## config.mk

```make
export PLATFORM = sky130hd
export DESIGN_NAME = ctrl_pipe
export DESIGN_NICKNAME = d
export VERILOG_FILES = /design/src/rtl/ctrl_pkg.sv /design/src/rtl/ctrl_hazard.sv /design/src/rtl/ctrl_pipe.sv
export SDC_FILE = /design/constraint.sdc
export NUM_CORES = 1
export LEC_CHECK = 0
export ABC_AREA = 0
export CAP_MARGIN = 25
export CORE_MARGIN = 3
export CORE_UTILIZATION = 45
export DETAILED_ROUTE_END_ITERATION = 7
export PLACE_DENSITY = 0.85
export SYNTH_ARGS = -nofsm -noshare
export SYNTH_HDL_FRONTEND = slang
export SYNTH_SLANG_ARGS = --single-unit
```

## constraint.sdc

```tcl
create_clock -name clk -period 4.2 [get_ports clk]
set_input_delay 0.84 -clock clk [delete_from_list [all_inputs] [get_ports clk]]
set_output_delay 0.84 -clock clk [all_outputs]
set_load 0.01 [all_outputs]
```

## src/rtl/ctrl_pkg.sv

```systemverilog
// Control-word layout, slice widths and opcode constants shared by the
// control pipeline and its hazard unit.
package ctrl_pkg;

   localparam int CTRL_W = 13;
   localparam int MEM_W  = 9;
   localparam int WB_W   = 3;

   localparam int B_ALUOP_LO = 10;
   localparam int B_USEIMM   = 9;
   localparam int B_MEMREAD  = 8;
   localparam int B_MEMWRITE = 7;
   localparam int B_REGWRITE = 6;
   localparam int B_MEMTOREG = 5;
   localparam int B_PCTOREG  = 4;
   localparam int B_BRZ      = 3;
   localparam int B_BRN      = 2;
   localparam int B_JUMP     = 1;
   localparam int B_JUMPMEM  = 0;

   localparam logic [2:0] ALU_AND = 3'b000;
   localparam logic [2:0] ALU_OR  = 3'b001;
   localparam logic [2:0] ALU_ADD = 3'b010;
   localparam logic [2:0] ALU_SUB = 3'b110;
   localparam logic [2:0] ALU_SLT = 3'b111;

   localparam logic [CTRL_W-1:0] NOP_WORD = {ALU_ADD, 10'b0};

   localparam logic [1:0] FWD_RF  = 2'b00;
   localparam logic [1:0] FWD_MEM = 2'b10;
   localparam logic [1:0] FWD_WB  = 2'b01;

   function automatic logic [MEM_W-1:0] mem_slice(
      input logic [CTRL_W-1:0] c
   );
      return c[MEM_W-1:0];
   endfunction

   // WB slice is {RegWrite, MemToReg, PCtoReg} taken from the MEM slice.
   function automatic logic [WB_W-1:0] wb_slice(
      input logic [MEM_W-1:0] c
   );
      return c[B_REGWRITE:B_PCTOREG];
   endfunction

endpackage

```

## src/rtl/ctrl_hazard.sv

```systemverilog
// Load-use / RAW stall detection and EX operand forwarding select.
// Ports: ID source info, ID/EX, EX/MEM, MEM/WB state in; stall_o, fwd_a/b out.
// Macro CTRL_PIPE_FWD_EN enables forwarding; otherwise RAW hazards stall.
module ctrl_hazard
   import ctrl_pkg::*;
#(
   parameter int AW = 6
) (
   input  logic          rst,
   input  logic          flush,
   input  logic          id_valid,
   input  logic [AW-1:0] id_rs,
   input  logic [AW-1:0] id_rt,
   input  logic          id_rs_used,
   input  logic          id_rt_used,
   input  logic          ex_valid,
   input  logic          ex_memread,
   input  logic          ex_regwrite,
   input  logic [AW-1:0] ex_rd,
   input  logic [AW-1:0] ex_rs,
   input  logic [AW-1:0] ex_rt,
   input  logic          mem_valid,
   input  logic          mem_regwrite,
   input  logic          mem_memtoreg,
   input  logic [AW-1:0] mem_rd,
   input  logic          wb_valid,
   input  logic          wb_regwrite,
   input  logic [AW-1:0] wb_rd,
   output logic          stall_o,
   output logic [1:0]    fwd_a,
   output logic [1:0]    fwd_b
);

   // Register 0 never matches anything.
   function automatic logic hit(
      input logic          v,
      input logic [AW-1:0] rd,
      input logic [AW-1:0] src
   );
      return v && (rd != '0) && (rd == src);
   endfunction

   logic ld_use;
   logic haz;
   logic [1:0] sel_a;
   logic [1:0] sel_b;

   assign ld_use = id_valid && ex_valid && ex_memread &&
                   ((id_rs_used && hit(1'b1, ex_rd, id_rs)) ||
                    (id_rt_used && hit(1'b1, ex_rd, id_rt)));

`ifdef CTRL_PIPE_FWD_EN
   function automatic logic [1:0] fsel(input logic [AW-1:0] src);
      if (hit(mem_valid && mem_regwrite && !mem_memtoreg, mem_rd, src))
         return FWD_MEM;
      else if (hit(wb_valid && wb_regwrite, wb_rd, src))
         return FWD_WB;
      else
         return FWD_RF;
   endfunction

   logic unused_ok;
   assign unused_ok = ex_regwrite;

   assign haz   = ld_use;
   assign sel_a = fsel(ex_rs);
   assign sel_b = fsel(ex_rt);
`else
   logic raw_rs;
   logic raw_rt;
   logic unused_ok;

   assign unused_ok = ^{ex_rs, ex_rt, mem_memtoreg};

   assign raw_rs = hit(ex_valid && ex_regwrite, ex_rd, id_rs) ||
                   hit(mem_valid && mem_regwrite, mem_rd, id_rs) ||
                   hit(wb_valid && wb_regwrite, wb_rd, id_rs);
   assign raw_rt = hit(ex_valid && ex_regwrite, ex_rd, id_rt) ||
                   hit(mem_valid && mem_regwrite, mem_rd, id_rt) ||
                   hit(wb_valid && wb_regwrite, wb_rd, id_rt);

   assign haz   = ld_use || (id_valid &&
                  ((id_rs_used && raw_rs) || (id_rt_used && raw_rt)));
   assign sel_a = FWD_RF;
   assign sel_b = FWD_RF;
`endif

   // A flush squashes the stalled instruction anyway, so never hold.
   assign stall_o = haz && !flush && !rst;
   assign fwd_a   = rst ? FWD_RF : sel_a;
   assign fwd_b   = rst ? FWD_RF : sel_b;

endmodule

```

## src/rtl/ctrl_pipe.sv

```systemverilog
// Control pipeline: ID/EX, EX/MEM, MEM/WB control/rd registers with
// bubble insertion on stall and flush. Ports: ID control/regs in;
// stage control slices, rd, stall_o, fwd_a/b out. Macro: CTRL_PIPE_FWD_EN.
module ctrl_pipe
   import ctrl_pkg::*;
#(
   parameter int REG_AW = 6
) (
   input  logic              clk,
   input  logic              rst,
   input  logic [12:0]       id_ctrl,
   input  logic              id_valid,
   input  logic [REG_AW-1:0] id_rs,
   input  logic [REG_AW-1:0] id_rt,
   input  logic [REG_AW-1:0] id_rd,
   input  logic              id_rs_used,
   input  logic              id_rt_used,
   input  logic              flush,
   output logic              stall_o,
   output logic [12:0]       ex_ctrl,
   output logic [8:0]        mem_ctrl,
   output logic [2:0]        wb_ctrl,
   output logic [REG_AW-1:0] ex_rd,
   output logic [REG_AW-1:0] mem_rd,
   output logic [REG_AW-1:0] wb_rd,
   output logic [1:0]        fwd_a,
   output logic [1:0]        fwd_b
);

   logic              ex_valid_q, ex_valid_d;
   logic [CTRL_W-1:0] ex_ctrl_q, ex_ctrl_d;
   logic [REG_AW-1:0] ex_rd_q, ex_rd_d;
   logic [REG_AW-1:0] ex_rs_q, ex_rs_d;
   logic [REG_AW-1:0] ex_rt_q, ex_rt_d;
   logic              ex_rsu_q, ex_rsu_d;
   logic              ex_rtu_q, ex_rtu_d;
   logic              mem_valid_q, mem_valid_d;
   logic [MEM_W-1:0]  mem_ctrl_q, mem_ctrl_d;
   logic [REG_AW-1:0] mem_rd_q, mem_rd_d;
   logic              wb_valid_q, wb_valid_d;
   logic [WB_W-1:0]   wb_ctrl_q, wb_ctrl_d;
   logic [REG_AW-1:0] wb_rd_q, wb_rd_d;
   logic              unused_ok;

   // Source-used flags travel with the instruction but are not needed later.
   assign unused_ok = ex_rsu_q ^ ex_rtu_q;

   always_comb begin
      ex_valid_d = 1'b0;
      ex_ctrl_d  = NOP_WORD;
      ex_rd_d    = '0;
      ex_rs_d    = '0;
      ex_rt_d    = '0;
      ex_rsu_d   = 1'b0;
      ex_rtu_d   = 1'b0;
      if (!flush && !stall_o && id_valid) begin
         ex_valid_d = 1'b1;
         ex_ctrl_d  = id_ctrl;
         ex_rd_d    = id_rd;
         ex_rs_d    = id_rs;
         ex_rt_d    = id_rt;
         ex_rsu_d   = id_rs_used;
         ex_rtu_d   = id_rt_used;
      end
   end

   always_comb begin
      mem_valid_d = 1'b0;
      mem_ctrl_d  = mem_slice(NOP_WORD);
      mem_rd_d    = '0;
      if (!flush && ex_valid_q) begin
         mem_valid_d = 1'b1;
         mem_ctrl_d  = mem_slice(ex_ctrl_q);
         mem_rd_d    = ex_rd_q;
      end
   end

   always_comb begin
      wb_valid_d = 1'b0;
      wb_ctrl_d  = wb_slice(mem_slice(NOP_WORD));
      wb_rd_d    = '0;
      if (mem_valid_q) begin
         wb_valid_d = 1'b1;
         wb_ctrl_d  = wb_slice(mem_ctrl_q);
         wb_rd_d    = mem_rd_q;
      end
   end

   always_ff @(posedge clk) begin
      if (rst) begin
         ex_valid_q  <= 1'b0;
         ex_ctrl_q   <= NOP_WORD;
         ex_rd_q     <= '0;
         ex_rs_q     <= '0;
         ex_rt_q     <= '0;
         ex_rsu_q    <= 1'b0;
         ex_rtu_q    <= 1'b0;
         mem_valid_q <= 1'b0;
         mem_ctrl_q  <= mem_slice(NOP_WORD);
         mem_rd_q    <= '0;
         wb_valid_q  <= 1'b0;
         wb_ctrl_q   <= wb_slice(mem_slice(NOP_WORD));
         wb_rd_q     <= '0;
      end else begin
         ex_valid_q  <= ex_valid_d;
         ex_ctrl_q   <= ex_ctrl_d;
         ex_rd_q     <= ex_rd_d;
         ex_rs_q     <= ex_rs_d;
         ex_rt_q     <= ex_rt_d;
         ex_rsu_q    <= ex_rsu_d;
         ex_rtu_q    <= ex_rtu_d;
         mem_valid_q <= mem_valid_d;
         mem_ctrl_q  <= mem_ctrl_d;
         mem_rd_q    <= mem_rd_d;
         wb_valid_q  <= wb_valid_d;
         wb_ctrl_q   <= wb_ctrl_d;
         wb_rd_q     <= wb_rd_d;
      end
   end

   ctrl_hazard #(.AW(REG_AW)) u_haz (
      .rst          (rst),
      .flush        (flush),
      .id_valid     (id_valid),
      .id_rs        (id_rs),
      .id_rt        (id_rt),
      .id_rs_used   (id_rs_used),
      .id_rt_used   (id_rt_used),
      .ex_valid     (ex_valid_q),
      .ex_memread   (ex_ctrl_q[B_MEMREAD]),
      .ex_regwrite  (ex_ctrl_q[B_REGWRITE]),
      .ex_rd        (ex_rd_q),
      .ex_rs        (ex_rs_q),
      .ex_rt        (ex_rt_q),
      .mem_valid    (mem_valid_q),
      .mem_regwrite (mem_ctrl_q[B_REGWRITE]),
      .mem_memtoreg (mem_ctrl_q[B_MEMTOREG]),
      .mem_rd       (mem_rd_q),
      .wb_valid     (wb_valid_q),
      .wb_regwrite  (wb_ctrl_q[2]),
      .wb_rd        (wb_rd_q),
      .stall_o      (stall_o),
      .fwd_a        (fwd_a),
      .fwd_b        (fwd_b)
   );

   assign ex_ctrl  = ex_ctrl_q;
   assign mem_ctrl = mem_ctrl_q;
   assign wb_ctrl  = wb_ctrl_q;
   assign ex_rd    = ex_rd_q;
   assign mem_rd   = mem_rd_q;
   assign wb_rd    = wb_rd_q;

endmodule

```

==> results.toml, run 1 <==
[timing]
fmax_ghz = 0.277
rsz0062_at_grt = "no"
finalSetupViolations = 0
worst_slew_pin_slew_ns = 0.948
slew_headroom_pct = 36.8
fin_crit_ns = 3.61
fin_setup_tns_ns = 0
post-route-period-util_pct = 86.0
hold_violations = 0
skew_ns = 0.00315
finalMaxSlewViolations = 0

[drt]
totalWireLength_mm = 4.48
avgViaCountPerCell = 4.81
via_count = 1554
postRouteAntennaNets = 0
drc = 0
wl_per_cell_um = 13.9
dr.pass1.iters = 4
drt_iter0_drc = 78

[synthesis]
synth.ff_latch_count = 46
avgSynthCellArea_um2 = 9.84
ys_seq_area_share_pct = 47.5
synth_area_um2 = 1940
yosys.cell_types.count = 30
synthCells = 197
yosys_warnings = 0

[cells_and_area]
nets = 309
final_common_cell = "clkdlybuf4s50_1"
finalNonFillerCells = 323
final_cell_mix = "clkdlybuf4s50_1, dfxtp_1, xnor2_1"
fillerInstances = 337
layout-drive-gt1-share_pct = 6.59
syn_to_final_growth_pct = 44.3
antenna_cells = 0

[clocking]
clk_root_buffer_cell = "clkbuf_8"
cts_resized = 0
cts_buffer_depth = 2
clock-sinks = 46
ctsHoldBuffers = 0
clk_latency_ns = 0.29
htreeDepth = 2
clkSlewWorstSetupHoldPaths_ns = 0.08
post_cts_buffers = 0
tritoncts = "built"
cts_buffers = 5

[status]
outcome = "complete, no violations"

[grt]
grt_overflow = 0
grt_pass1_wl_mm = 7.04
grt_max_degree = 21
grt_pass1_vias = 1500
antenna_found_initial = 0
grt_usage_pct = 17.9

[power_and_ir_drop]
p_leak_nw = 1.11
power.share.switching_pct = 22.7
peakVddDrop_mv = 0.228
seqPwrFrac_pct = 54.8
switching_power_mw = 0.185
p_per_area_nw_per_um2 = 292
totalPowerFinal_mw = 0.816
power.share.clock_pct = 33.8
p_int_mw = 0.631
power.share.combinational_pct = 11.4

[floorplan]
core_area_um2 = 4090
ios = 85
initial_utilization_pct = 47.4
die_width_um = 71.6
die_h_um = 71.6
dieArea_um2 = 5130
num_rows = 23

[placed_design]
placed_cells = 315
gp_congestion = 0.859
dp.final_hpwl_mm = 3.47
place.port_buffers = 80

[critical_path]
crit_type = "in -> out"
max_stage_delay_ns = 0.59
cp.arrival_ns = 2.77
cp_max_fo = 3
critPathSlowestCell = "clkdlybuf4s50_1"
cp.required_ns = 3.36
path_cells = "clkdlybuf4s50_1, xnor2_1, nand3_1, o22ai_1, nand3_1, a21boi_0, clkdlybuf4s50_1"
critPathLaunchType = "primary input"
end_kind = "output pin"

[run]
max_cap_violations = 0

[min_path]
min_path_type = "reg -> reg"
## cell type report
type | instances | area (um^2) | area share, %
clock buffers | 6 | 82.6 | 2.95
clock inverters | 2 | 12.5 | 0.447
inverters | 18 | 67.6 | 2.42
multi-input cells | 120 | 842 | 30.1
flip-flops and latches | 46 | 921 | 32.9
well taps | 50 | 62.6 | 2.24
repair buffers | 81 | 808 | 28.9
## cell usage after synthesis
cell type | count | area (um^2)
dfxtp_1 | 46 | 921
xnor2_1 | 36 | 315
inv_1 | 18 | 67.6
and3_1 | 16 | 100
and2_1 | 9 | 56.3
buf_4 | 9 | 67.6
nor3_1 | 9 | 45.0
nor3_2 | 8 | 80.1
nand3_1 | 7 | 35.0
nand4_1 | 6 | 37.5
nor2_1 | 5 | 18.8
clkbuf_1 | 4 | 15.0
nand2_1 | 3 | 11.3
o22ai_1 | 3 | 18.8
a21oi_1 | 2 | 10.0
nor4_1 | 2 | 12.5
a21boi_0 | 1 | 7.51
a21o_1 | 1 | 7.51
a22o_1 | 1 | 8.76
a32oi_1 | 1 | 8.76
buf_12 | 1 | 20.0
buf_2 | 1 | 5.00
buf_6 | 1 | 11.3
conb_1 | 1 | 3.75
nor2b_1 | 1 | 6.26
nor3_4 | 1 | 16.3
o211ai_1 | 1 | 7.51
o311a_1 | 1 | 10.0
or3_1 | 1 | 6.26
or4_1 | 1 | 7.51
## state kept, by name, indices dropped and copies added, names as in the netlist, 3 cells and up
name,cells
ex_ctrl,13
mem_ctrl,9
ex_rd,6
mem_rd,6
wb_rd,6
wb_ctrl,3
## logic make-up (layout without fill, tap and decap cells)
kind of cell / count (synthesis) / in the layout / share of synthesized area [%]
xor+xnor: 36 / 36 / 16.3
buf+inv: 34 / 107 / 9.62
flops: 46 / 46 / 47.5
other cells: 1 / 4 / 0.193
compound gates: 11 / 11 / 4.07
simple gates: 69 / 69 / 22.3
## power groups by stage
stage	Clock (mW)	Sequential (mW)	Combinational [mW]
final	0.276	0.447	0.0930
after global routing	0.299	0.448	0.101
after CTS	0.283	0.447	0.0935
after detailed placement	0	0.458	0.0930
after global placement	0	0.458	0.0921
after floorplan	0	0.458	0.0391
## final timing paths
check | from | endpoint | slack, ns | depth (start not counted)
setup / recovery | id_rt[0] | stall_o | 0.59 | 7
hold / removal | mem_ctrl[5] | wb_ctrl[1] | 0.46 | 1
setup reg to reg | wb_rd[1] | ex_ctrl[11] | 1.84 | 4
hold reg to reg | mem_ctrl[5] | wb_ctrl[1] | 0.46 | 1
## through the flow
| step | utilization (%) | hold WS [ns] | cell area (um^2) | setup WS (ns) |
|---|---|---|---|---|
| 3_3_place_gp | 66.1 | 0.442 | 2700 | 0.607 |
| 3_5_place_dp | 66.1 | 0.451 | 2700 | 0.608 |
| 6_report | 68.4 | 0.461 | 2800 | 0.590 |
| 4_1_cts | 68.4 | 0.464 | 2800 | 0.584 |
| 5_1_grt | 68.4 | 0.485 | 2800 | 0.478 |
| 2_1_floorplan | - | 0.431 | 1950 | 1.69 |
## worst max-delay path, delay by kind of cell
family / cells / cell delay (ns)
buf+inv: 2 / 1.16
compound gates: 2 / 0.42
xor+xnor: 1 / 0.15
simple gates: 2 / 0.20
## metal layers
metal,vias to the layer above,wire (um),track usage [%],share of wire [%]
met1,707,1900,20.7,42
met2,47,2230,30.4,50
met4,0,116,10.0,2.6
li1,791,-,-,-
met5,-,0,0,0
met3,9,232,4.07,5.2
Power figures use the tool's default switching activity.
==> run 2: changes to the inputs <==
Settings changed: SKIP_CTS_REPAIR_TIMING set to 1.
==> results of run 2 <==
Final layout, timing and power as in run 1 (identical DEF).
==> run 3: changes to the inputs <==
Settings changed: GPL_ROUTABILITY_DRIVEN set to 0.
==> results.toml, run 3 (synthesis gave the netlist of run 1 again) <==
[timing]
slew_headroom_pct = 35.7
fmax_ghz = 0.275
finalMaxSlewViolations = 0
fin_setup_tns_ns = 0
worst_slew_pin_slew_ns = 0.964
post-route-period-util_pct = 86.5
finalSetupViolations = 0
fin_crit_ns = 3.63
hold_violations = 0
skew_ns = 0.00661
fin_hold_ws_ns = 0.465
worst_slack_ns = 0.567
rsz0062_at_grt = "no"

[cells_and_area]
antenna_cells = 0
fillerInstances = 342
nets = 309
stdcell_area_um2 = 2810
largest_reg_flops = 13
regArea_um2 = 921
multi_input_area_um2 = 842
layout-drive-gt1-share_pct = 6.23
syn_to_final_growth_pct = 45.1
final_cell_mix = "clkdlybuf4s50_1, dfxtp_1, xnor2_1"
final_common_cell = "clkdlybuf4s50_1"
fin_util_pct = 68.8
finalNonFillerCells = 323

[power_and_ir_drop]
peakVddDrop_mv = 0.230
p_leak_nw = 1.12
totalPowerFinal_mw = 0.862
p_per_area_nw_per_um2 = 306

[drt]
via_count = 1540
avgViaCountPerCell = 4.77
totalWireLength_mm = 4.55
wl_per_cell_um = 14.1
postRouteAntennaNets = 0
drt_iter0_drc = 53
drc = 0
dr.pass1.iters = 4

[critical_path]
cp.arrival_ns = 2.79
crit_type = "in -> out"
reg2reg_depth = 4
crit_start = "id_rt[3]"
crit_path_frequent_cell = "clkdlybuf4s50_1"
path_buf_inv = 2
end_kind = "output pin"
path_cells = "clkdlybuf4s50_1, xnor2_1, nand4_1, o22ai_1, nand3_1, a21boi_0, clkdlybuf4s50_1"
regToRegStartpoint = "wb_rd[1]"
path_delay_family = "buffers and inverters"
r2r-end = "ex_ctrl[11]"
critPathLaunchType = "primary input"
cp_max_fo = 3
critPathSlowestCell = "clkdlybuf4s50_1"
rrSetupSlack_ns = 1.83
cp.required_ns = 3.36
max_stage_delay_ns = 0.58

[placed_design]
dp.final_hpwl_mm = 3.49
dp_slack_ns = 0.588
place.port_buffers = 80
place_area_um2 = 2700
placed_cells = 315

[floorplan]
num_rows = 23
die_h_um = 71.6
initial_utilization_pct = 47.4
core_area_um2 = 4090
ios = 85
dieArea_um2 = 5130
die_width_um = 71.6

[clocking]
clk_latency_ns = 0.29
htreeDepth = 2
cts_buffers = 5
clkSlewWorstSetupHoldPaths_ns = 0.09
tritoncts = "built"
clk_root_buffer_cell = "clkbuf_8"
cts_buffer_depth = 2
clock-sinks = 46

[grt]
grt_usage_pct = 17.7
grt_max_degree = 21
grt_pass1_wl_mm = 7.12
antenna_found_initial = 0
grt_pass1_vias = 1496
grt_overflow = 0

[status]
outcome = "complete, no violations"

[min_path]
min_from = "mem_ctrl[5]"
hold_path_depth = 1
holdPathEnd = "wb_ctrl[1]"
min_path_type = "reg -> reg"

[run]
max_cap_violations = 0
-- run 3: power breakdown --
part           switching, mW  internal, mW  leakage (nW)  total, mW
Combinational         0.0361        0.0571         0.692     0.0932
Clock                  0.143         0.178        0.0514      0.321
Sequential           0.00597         0.441         0.372      0.447
-- run 3: per-layer routing --
metal  GRT usage (%)  part of all wire, %  wire length, um  vias to the layer above
met5               0                    0                0                        -
met1            21.6                   44             2000                      705
met3            4.21                  5.3              243                        4
met2            30.4                   50             2270                       45
met4            6.47                 0.79               36                        0
li1                -                    -                -                      786
-- run 3: area by class of cell --
cell class,instances,share of cell area (%)
inverters,18,2.40
multi-input cells,120,30.0
well taps,50,2.23
clock buffers,6,2.58
flip-flops and latches,46,32.8
clock inverters,2,1.34
repair buffers,81,28.7
-- run 3: how the worst max path moves through the flow --
stage,cells after the start,slack [ns],to
6_report,7,0.57,stall_o
3_3_place_gp,7,0.61,stall_o
3_5_place_dp,7,0.59,stall_o
2_1_floorplan,3,1.69,stall_o
4_1_cts,7,0.57,stall_o
5_1_grt,7,0.43,stall_o
-- run 3: worst reg2reg max path, delay by kind of cell (launching register included) --
family | cells | cell delay (ns)
simple gates | 2 | 1.03
compound gates | 2 | 0.88
flops | 1 | 0.36
